--- config.mk ---
export PLATFORM = sky130hd
export DESIGN_NAME = multicycle_ctrl
export DESIGN_NICKNAME = d
export VERILOG_FILES = /design/src/rtl/multicycle_ctrl_pkg.sv /design/src/rtl/multicycle_ctrl_op_dispatch.sv /design/src/rtl/multicycle_ctrl.sv
export SDC_FILE = /design/constraint.sdc
export NUM_CORES = 1
export LEC_CHECK = 0
export CAP_MARGIN = 10
export CORE_MARGIN = 2
export CORE_UTILIZATION = 39
export CTS_CLUSTER_SIZE = 20
export DETAILED_ROUTE_END_ITERATION = 10
export PLACE_DENSITY = 0.76
export SYNTH_ARGS = -nofsm -noshare
export SYNTH_HDL_FRONTEND = slang
export SYNTH_HIERARCHICAL = 1
export SYNTH_SLANG_ARGS = --single-unit
--- constraint.sdc ---
create_clock -name clk -period 1.3 [get_ports clk]
set_input_delay 0.26 -clock clk [delete_from_list [all_inputs] [get_ports clk]]
set_output_delay 0.26 -clock clk [all_outputs]
set_load 0.05 [all_outputs]
--- src/rtl/multicycle_ctrl_pkg.sv ---
// Shared control definitions: state codes, opcodes and the mux/ALU select encodings
// that the datapath mux instances also decode.
`ifndef CTRL_DEFS_VH
`define CTRL_DEFS_VH
package multicycle_ctrl_pkg;

  typedef enum logic [3:0] {
    ST_RESET    = 4'd0,
    ST_FETCH    = 4'd1,
    ST_DECODE   = 4'd2,
    ST_MEM_ADDR = 4'd3,
    ST_MEM_RD   = 4'd4,
    ST_MEM_WB   = 4'd5,
    ST_MEM_WR   = 4'd6,
    ST_R_EX     = 4'd7,
    ST_R_WB     = 4'd8,
    ST_BRANCH   = 4'd9,
    ST_JUMP     = 4'd10,
    ST_I_EX     = 4'd11,
    ST_I_WB     = 4'd12
  } state_t;

  localparam logic [5:0] OP_RTYPE = 6'b000000;
  localparam logic [5:0] OP_LW    = 6'b100011;
  localparam logic [5:0] OP_SW    = 6'b101011;
  localparam logic [5:0] OP_BEQ   = 6'b000100;
  localparam logic [5:0] OP_J     = 6'b000010;
  localparam logic [5:0] OP_ADDI  = 6'b001000;

  localparam logic [1:0] PCSRC_ALU    = 2'b00;
  localparam logic [1:0] PCSRC_ALUOUT = 2'b01;
  localparam logic [1:0] PCSRC_JUMP   = 2'b10;

  localparam logic [1:0] ALUB_B       = 2'b00;
  localparam logic [1:0] ALUB_4       = 2'b01;
  localparam logic [1:0] ALUB_IMM     = 2'b10;
  localparam logic [1:0] ALUB_IMM_SH2 = 2'b11;

  localparam logic [1:0] ALUOP_ADD   = 2'b00;
  localparam logic [1:0] ALUOP_SUB   = 2'b01;
  localparam logic [1:0] ALUOP_FUNCT = 2'b10;

endpackage
`endif

--- src/rtl/multicycle_ctrl_op_dispatch.sv ---
// DECODE-state dispatch: maps the opcode to the next state and flags unknown opcodes.
module op_dispatch
  import multicycle_ctrl_pkg::*;
(
  input  logic [5:0] op,
  output state_t     next,
  output logic       illegal
);

  always_comb begin
    next    = ST_FETCH;
    illegal = 1'b0;
    case (op)
      OP_LW, OP_SW: next = ST_MEM_ADDR;
      OP_RTYPE:     next = ST_R_EX;
      OP_BEQ:       next = ST_BRANCH;
      OP_J:         next = ST_JUMP;
      OP_ADDI:      next = ST_I_EX;
      default:      illegal = 1'b1;
    endcase
  end

endmodule

--- src/rtl/multicycle_ctrl.sv ---
// Multicycle datapath control FSM: state register, sequencing and per-state
// decode of every datapath enable and select.
module multicycle_ctrl
  import multicycle_ctrl_pkg::*;
(
  input  logic       clk,
  input  logic       rst,
  input  logic [5:0] Op,
  input  logic       mem_ready,
  output logic       PCWrite,
  output logic       PCWriteCond,
  output logic       IorD,
  output logic       MemRead,
  output logic       MemWrite,
  output logic       IRWrite,
  output logic       MemtoReg,
  output logic       RegDst,
  output logic       RegWrite,
  output logic       ALUSrcA,
  output logic [1:0] ALUSrcB,
  output logic [1:0] ALUOp,
  output logic [1:0] PCSource,
  output logic       illegal_op,
  output logic [3:0] state_o
);

  state_t state, state_nxt, dec_nxt;
  logic   dec_illegal;

  op_dispatch u_dispatch (
    .op      (Op),
    .next    (dec_nxt),
    .illegal (dec_illegal)
  );

  always_ff @(posedge clk) begin
    if (rst) state <= ST_RESET;
    else     state <= state_nxt;
  end

  always_comb begin
    state_nxt = ST_RESET;
    case (state)
      ST_RESET:    state_nxt = ST_FETCH;
      ST_FETCH:    state_nxt = mem_ready ? ST_DECODE : ST_FETCH;
      ST_DECODE:   state_nxt = dec_nxt;
      ST_MEM_ADDR: state_nxt = (Op == OP_LW) ? ST_MEM_RD : ST_MEM_WR;
      ST_MEM_RD:   state_nxt = mem_ready ? ST_MEM_WB : ST_MEM_RD;
      ST_MEM_WB:   state_nxt = ST_FETCH;
      ST_MEM_WR:   state_nxt = mem_ready ? ST_FETCH : ST_MEM_WR;
      ST_R_EX:     state_nxt = ST_R_WB;
      ST_R_WB:     state_nxt = ST_FETCH;
      ST_BRANCH:   state_nxt = ST_FETCH;
      ST_JUMP:     state_nxt = ST_FETCH;
      ST_I_EX:     state_nxt = ST_I_WB;
      ST_I_WB:     state_nxt = ST_FETCH;
      default:     state_nxt = ST_RESET;
    endcase
  end

  // Selects come straight from the state so they never glitch within a cycle;
  // only the FETCH loads are qualified by mem_ready.
  always_comb begin
    PCWrite     = 1'b0;
    PCWriteCond = 1'b0;
    IorD        = 1'b0;
    MemRead     = 1'b0;
    MemWrite    = 1'b0;
    IRWrite     = 1'b0;
    MemtoReg    = 1'b0;
    RegDst      = 1'b0;
    RegWrite    = 1'b0;
    ALUSrcA     = 1'b0;
    ALUSrcB     = ALUB_B;
    ALUOp       = ALUOP_ADD;
    PCSource    = PCSRC_ALU;
    illegal_op  = 1'b0;
    case (state)
      ST_FETCH: begin
        MemRead = 1'b1;
        ALUSrcB = ALUB_4;
        IRWrite = mem_ready;
        PCWrite = mem_ready;
      end
      ST_DECODE: begin
        ALUSrcB    = ALUB_IMM_SH2;
        illegal_op = dec_illegal;
      end
      ST_MEM_ADDR, ST_I_EX: begin
        ALUSrcA = 1'b1;
        ALUSrcB = ALUB_IMM;
      end
      ST_MEM_RD: begin
        MemRead = 1'b1;
        IorD    = 1'b1;
      end
      ST_MEM_WB: begin
        RegWrite = 1'b1;
        MemtoReg = 1'b1;
      end
      ST_MEM_WR: begin
        MemWrite = 1'b1;
        IorD     = 1'b1;
      end
      ST_R_EX: begin
        ALUSrcA = 1'b1;
        ALUOp   = ALUOP_FUNCT;
      end
      ST_R_WB: begin
        RegWrite = 1'b1;
        RegDst   = 1'b1;
      end
      ST_BRANCH: begin
        ALUSrcA     = 1'b1;
        ALUOp       = ALUOP_SUB;
        PCWriteCond = 1'b1;
        PCSource    = PCSRC_ALUOUT;
      end
      ST_JUMP: begin
        PCWrite  = 1'b1;
        PCSource = PCSRC_JUMP;
      end
      ST_I_WB: RegWrite = 1'b1;
      default: ;
    endcase
  end

  assign state_o = state;

endmodule
==> flow_summary.ini, run 1 <==
[synthesis]
synth_edf_count = 0
synthFlopType = dfxtp_1
ys_ff_latch = 4
synth-async-reset-ratio_pct = 0
synth.distinct_cells = 40
syn_avg_cell_area_um2 = 7.39
yosysTopAreaCell = dfxtp_1
yosysMostFrequentCell = nor2_1
yosys_warnings = 6
synthTopCellsByArea = dfxtp_1 (13%), nor2_1 (8.7%), nand2b_1 (7.2%), nor2b_1 (5.2%), a2111oi_4 (4.5%)
synth_commonest_cells = nor2_1 (14), nand2b_1 (7), buf_2 (5), nor2b_1 (5)
ys_seq_area_share_pct = 13.2
syn_area_um2 = 606
syn_inst = 82
syn-num-nets = 91
synth_top_area_share_pct = 13.2

[placed_design]
io_buffer_count = 29
placed_area_um2 = 1410
post-place-ws_ps = -674
dpl.hpwl_um = 2270
place.gp.congestion = 0.809

[clock_network]
cts_buffer_depth = 2
cts_root_buf = clkbuf_4
hold_buffers = 0
cts_setup_buffers = 10
cts_made_buffers = 3
clkSinkCount = 4
h-tree-depth = 1
cts_resized = 60

[outcome]
tool.error = [ERROR DPL-0038] Utilization greater than 100%, impossible to legalize
status = stopped before the end
stop_stage = clock tree synthesis

[floorplanning]
rows = 14
ios = 30
initial_core_util_pct = 40.7
die_y_um = 43.4
die_w_um = 43.4
-- through the flow --
stage / std cells / util [%] / setup TNS (ps)
2_1_floorplan: 82 / - / -2290
3_3_place_gp: 143 / 94.5 / -3010
3_5_place_dp: 143 / 94.5 / -3910
-- kinds of logic after synthesis --
family	after synthesis	share of synthesized area [%]
XOR/XNOR	2	2.89
buffers and inverters	9	9.09
AO/OA/AOI/OAI	21	32.8
AND/OR/NAND/NOR	46	41.9
flip-flops	4	13.2
==> run 2, diff against run 1 <==
- CORE_AREA: unset -> 2 2 63 65
- CORE_MARGIN: 2 -> unset
- CORE_UTILIZATION: 39 -> unset
- CTS_CLUSTER_SIZE: 20 -> unset
- DIE_AREA: unset -> 0 0 65 67
- PLACE_DENSITY: 0.76 -> unset
- PLACE_DENSITY_LB_ADDON: unset -> 0.15
==> flow_summary.ini, run 2 <==
[outcome]
status = complete, but fails checks
violations = setup timing

[cells_and_area]
drive_above_1_share_pct = 75.2
largest_reg_flops = 4
final_common_cell = buf_4
area_growth_pct = 183
diodes = 0
final_cell_mix = buf_4 (30), buf_12 (21), buf_6 (12), nor2_4 (8)
nFillCells = 337
layout.nets = 156

[synthesis]
synthTopCellsByArea = dfxtp_1 (13%), nor2_1 (8.7%), nand2b_1 (7.2%), nor2b_1 (5.2%), a2111oi_4 (4.5%)
synth_edf_count = 0
syn_avg_cell_area_um2 = 7.39
yosys_warnings = 6
yosysTopAreaCell = dfxtp_1
synthAdderAreaFrac_pct = 0
synth_commonest_cells = nor2_1 (14), nand2b_1 (7), buf_2 (5), nor2b_1 (5)
synthFlopType = dfxtp_1
ys_ff_latch = 4
syn_area_um2 = 606
syn-num-nets = 91
yosysMostFrequentCell = nor2_1
synthXorXnorAreaFrac_pct = 2.89
synth_top_area_share_pct = 13.2
ys_seq_area_share_pct = 13.2
synth-async-reset-ratio_pct = 0
synthMuxAreaShare_pct = 0
syn_inst = 82
synthSimpleGateAreaFrac_pct = 41.9
synth.distinct_cells = 40
synth_top_family_by_area = simple AND/OR/NAND/NOR gates
synth_compound_area_share_pct = 32.9

[detailed_routing]
drt_iter0_drc = 26
ant_nets = 0
wl_per_cell_um = 11.8
via_per_inst = 4.40
route.detailed.drc = 0
vias = 849
first_pass_iters = 4
totalWireLength_um = 2280

[power]
seq_power_share_pct = 15.3
p_int_uw = 588
p_leak_uw = 0.000687
power.density_nw_per_um2 = 532
power_frac_comb_pct = 55.3
ir_worst_vdd_mv = 0.191
switchingPower_uw = 324
clkPwrFrac_pct = 29.5
p_total_uw = 912
swShare_pct = 35.5

[global_routing]
grt_start_max_net_pins = 12
grt_usage_pct = 10.6
grt-ovfl-total = 0
busiest_layer = met2
grt_pass1_vias = 830
use_met2_pct = 18.4
gr-usage-met3_pct = 3.38
grt_pass1_wl_um = 3620
use_met1_pct = 12.8
antenna_found_initial = 0

[sta]
worst_slack_ps = -263
rsz0062_at_grt = yes
slew_violations = 0
relSlewSlack_pct = 80.1
tightest_slew_ps = 295
timing.fmax_mhz = 640
fin_worst_skew_ps = 0.335
setup_viol = 18
finalHoldViolations = 0
period_minus_slack_ps = 1560
post-route-period-util_pct = 120
worst_hold_slack_ps = 582

[floorplanning]
rows = 22
die_w_um = 65
initial_core_util_pct = 16.8
fp.coreArea_um2 = 3610
dieArea_um2 = 4360
ios = 30
die_y_um = 67

[worst_setup_path]
critical_path_class = flip-flop to output port
critPathArrivalTime_ps = 1300
critPathCaptureType = output port
cp-start-kind = flip-flop
cp.required_ps = 1040
cp_max_fo = 5

[clock_network]
clkSinkCount = 4
cts_buffer_depth = 2
h-tree-depth = 1
cts_tree = yes
cts_root_buf = clkbuf_8
cts_made_buffers = 3
path_clk_slew_ps = 30
insertion_delay_ps = 220

[placed_design]
place.gp.congestion = 0.742
io_buffer_count = 29
dpl.hpwl_um = 1730

[worst_hold_path]
hp-class = input port to flip-flop

[flow_run]
cap_violations = 0
-- run 2: cell counts after synthesis --
Identical to the previous run, type by type.
-- run 2: kinds of logic after synthesis --
kind of cell    Yosys count
simple gates             46
compound gates           21
buf+inv                   9
flops                     4
xor+xnor                  2
-- run 2: what timing repair did --
item | in CTS | in global routing
setup buffers | 4 | 6
pin swaps | 12 | 16
cloned | 0 | 0
hold endpoints to repair | 0 | 0
hold buffers | 0 | 0
resized for setup | 33 | 30
endpoints found under the setup margin | 21 | 20
-- run 2: worst max-delay path, stage by stage, from the launching register on --
cell	delay (ps)
dfxtp_4	350
nand3b_1	280
a2bb2oi_2	210
nor2_4	100
buf_12	140
-- run 2: layout make-up --
type | instances | area [um2] | area share, %
Tap cell | 48 | 60.1 | 3.50
Multi-Input combinational cell | 69 | 686 | 40.0
Inverter | 1 | 3.75 | 0.219
Sequential cell | 4 | 95.1 | 5.55
Clock buffer | 3 | 41.3 | 2.41
Timing Repair Buffer | 68 | 828 | 48.3
-- run 2: per-layer routing --
metal / part of all wire [%] / vias up
met1: 42 / 402
li1: - / 425
met4: 0.74 / 0
met2: 52 / 19
met3: 4.9 / 3
met5: 0 / -
-- run 2: power groups by stage --
stage          registers [uW]  logic [uW]  clock network, uW
6_report                  139         504                269
3_5_place_dp              142         455                  0
5_1_grt                   141         531                289
2_1_floorplan             154         229                  0
4_1_cts                   140         467                277
3_3_place_gp              142         451                  0
-- run 2: through the flow --
step	setup slack [ps]	TNS (ps)	cell area, um2	utilization, %	instances
finish	-263	-2810	1710	47.5	193
CTS	-307	-3230	1600	44.5	187
global route	-315	-3800	1710	47.5	193
detailed placement	-621	-3470	1480	41.2	180
floorplan	-234	-2290	803	-	82
global placement	-563	-3320	1480	41.2	180
-- run 2: path summary, 6_finish.rpt --
kind,from,depth (start not counted),endpoint,slack [ps]
max,state_o[1],4,PCWrite,-260
min,Op[0],4,state_o[1],580
max reg2reg,state_o[2],5,state_o[2],-10
min reg2reg,state_o[1],3,state_o[3],640
Note: power is estimated with default switching activity, not from simulation.
==> run 3, diff against run 2 <==
- clock period: 1.3 -> 2 ns (I/O delays scaled with it)
==> flow_summary.ini, run 3 (synthesized netlist as in run 2, its figures left out) <==
[sta]
finalSetupTns_ps = 0
setup_viol = 0
fin_worst_skew_ps = 2.02
timing.fmax_mhz = 518
relSlewSlack_pct = 74.3
finalHoldViolations = 0
rsz0062_at_grt = no
tightest_slew_ps = 385
period_minus_slack_ps = 1930
post-route-period-util_pct = 96.5
slew_violations = 0

[floorplanning]
die_w_um = 65
initial_core_util_pct = 16.8
die_y_um = 67
dieArea_um2 = 4360
ios = 30
rows = 22
fp.coreArea_um2 = 3610

[worst_setup_path]
cp_top_family = buffers and inverters
cp_num_buf_inv = 2
cp_max_fo = 3
crit_chain = clkdlybuf4s50_1 > nand3b_1 > a2bb2oi_1 > nor2_2 > buf_12
critPathCaptureType = output port
max_stage_delay_ps = 490
rrSetupSlack_ps = 650
crit_path_top_delay_cell = clkdlybuf4s50_1
worstRegToRegCells = 4
cp-start-kind = input port
rr_endpoint = state_o[0]
critPathArrivalTime_ps = 1530
cp.required_ps = 1600
critical_path_class = input port to output port
r2r_start = state_o[0]

[worst_hold_path]
min_to = state_o[3]
whs_path_depth = 2
hp-class = flip-flop to flip-flop
min_from = state_o[1]

[power]
ir_worst_vdd_mv = 0.197
power.density_nw_per_um2 = 404
p_leak_uw = 0.000488

[flow_run]
cap_violations = 0

[global_routing]
grt_pass1_wl_um = 3170
grt_usage_pct = 9.04
grt_pass1_vias = 723
antenna_found_initial = 0
grt-ovfl-total = 0
grt_start_max_net_pins = 17

[clock_network]
path_clk_slew_ps = 30
cts_root_buf = clkbuf_8
cts_tree = yes
h-tree-depth = 1
cts_buffer_depth = 2
cts_made_buffers = 3
cts_setup_buffers = 0
insertion_delay_ps = 210
clkSinkCount = 4
hold_buffers = 0

[detailed_routing]
first_pass_iters = 4
route.detailed.drc = 0
via_per_inst = 4.40
vias = 721
ant_nets = 0
drt_iter0_drc = 21
wl_per_cell_um = 11.5
totalWireLength_um = 1890

[cells_and_area]
drive_above_1_share_pct = 46.6
final_cell_mix = buf_12 (18), buf_4 (13), nor2_1 (8), nand2b_1 (7)
layout.nets = 127
area_growth_pct = 105
nFillCells = 379
final_common_cell = buf_12
largest_reg_flops = 4
post-route-util_pct = 34.4
diodes = 0
fin_area_um2 = 1240

[placed_design]
dpl.hpwl_um = 1570
io_buffer_count = 29
placed_area_um2 = 1200
place.gp.congestion = 0.758

[outcome]
status = completed
run 3: layer usage:
metal / GRT usage [%] / routed length (um)
met5: 0 / 0
met1: 10.5 / 802
met4: 2.39 / 0
met2: 16.1 / 953
met3: 2.70 / 137
run 3: repair_timing:
item,CTS,global route
setup endpoints to repair,1,2
hold endpoints to repair,0,0
gates resized for setup,5,1
run 3: worst max-delay path by stage:
stage | slack, ps | to | start | cells after the start
floorplan | -140 | ALUSrcA | state_o[0] | 3
global placement | -120 | illegal_op | Op[2] | 6
detailed placement | -170 | illegal_op | Op[2] | 6
CTS | 50 | PCWrite | mem_ready | 5
global route | 2 | illegal_op | Op[0] | 6
finish | 70 | PCWrite | mem_ready | 5
run 3: power by group:
part	total [uW]	leakage, uW	switching, uW	internal, uW
logic	239	0.000432	125	114
clock network	164	0.0000216	36.5	128
registers	97.8	0.0000342	13.1	84.7
run 3: layout make-up:
type / count / area (um2) / share of cell area (%)
flip-flops and latches: 4 / 83.8 / 6.77
multi-input cells: 69 / 518 / 41.8
inverters: 1 / 3.75 / 0.303
well taps: 48 / 60.1 / 4.85
repair buffers: 39 / 532 / 42.9
clock buffers: 3 / 41.3 / 3.33
run 3: worst register-to-register path: stages (launching register included):
cell	delay, ps
dfxtp_1	540
buf_4	210
or3_1	110
a21boi_1	60
a2111oi_2	320
run 3: metrics by stage:
stage / hold slack, ps / setup WS (ps) / power (uW) / cells
2_1_floorplan: 459 / -137 / 220 / 82
3_3_place_gp: 673 / -121 / 342 / 161
3_5_place_dp: 659 / -170 / 343 / 161
4_1_cts: 659 / 45.5 / 508 / 164
5_1_grt: 626 / 2.08 / 528 / 164
6_report: 560 / 70.2 / 501 / 164
==> run 4, diff against run 3 <==
- SKIP_LAST_GASP: unset -> 1
==> results of run 4 <==
The final DEF is identical to that of run 3; final timing and power are the same.
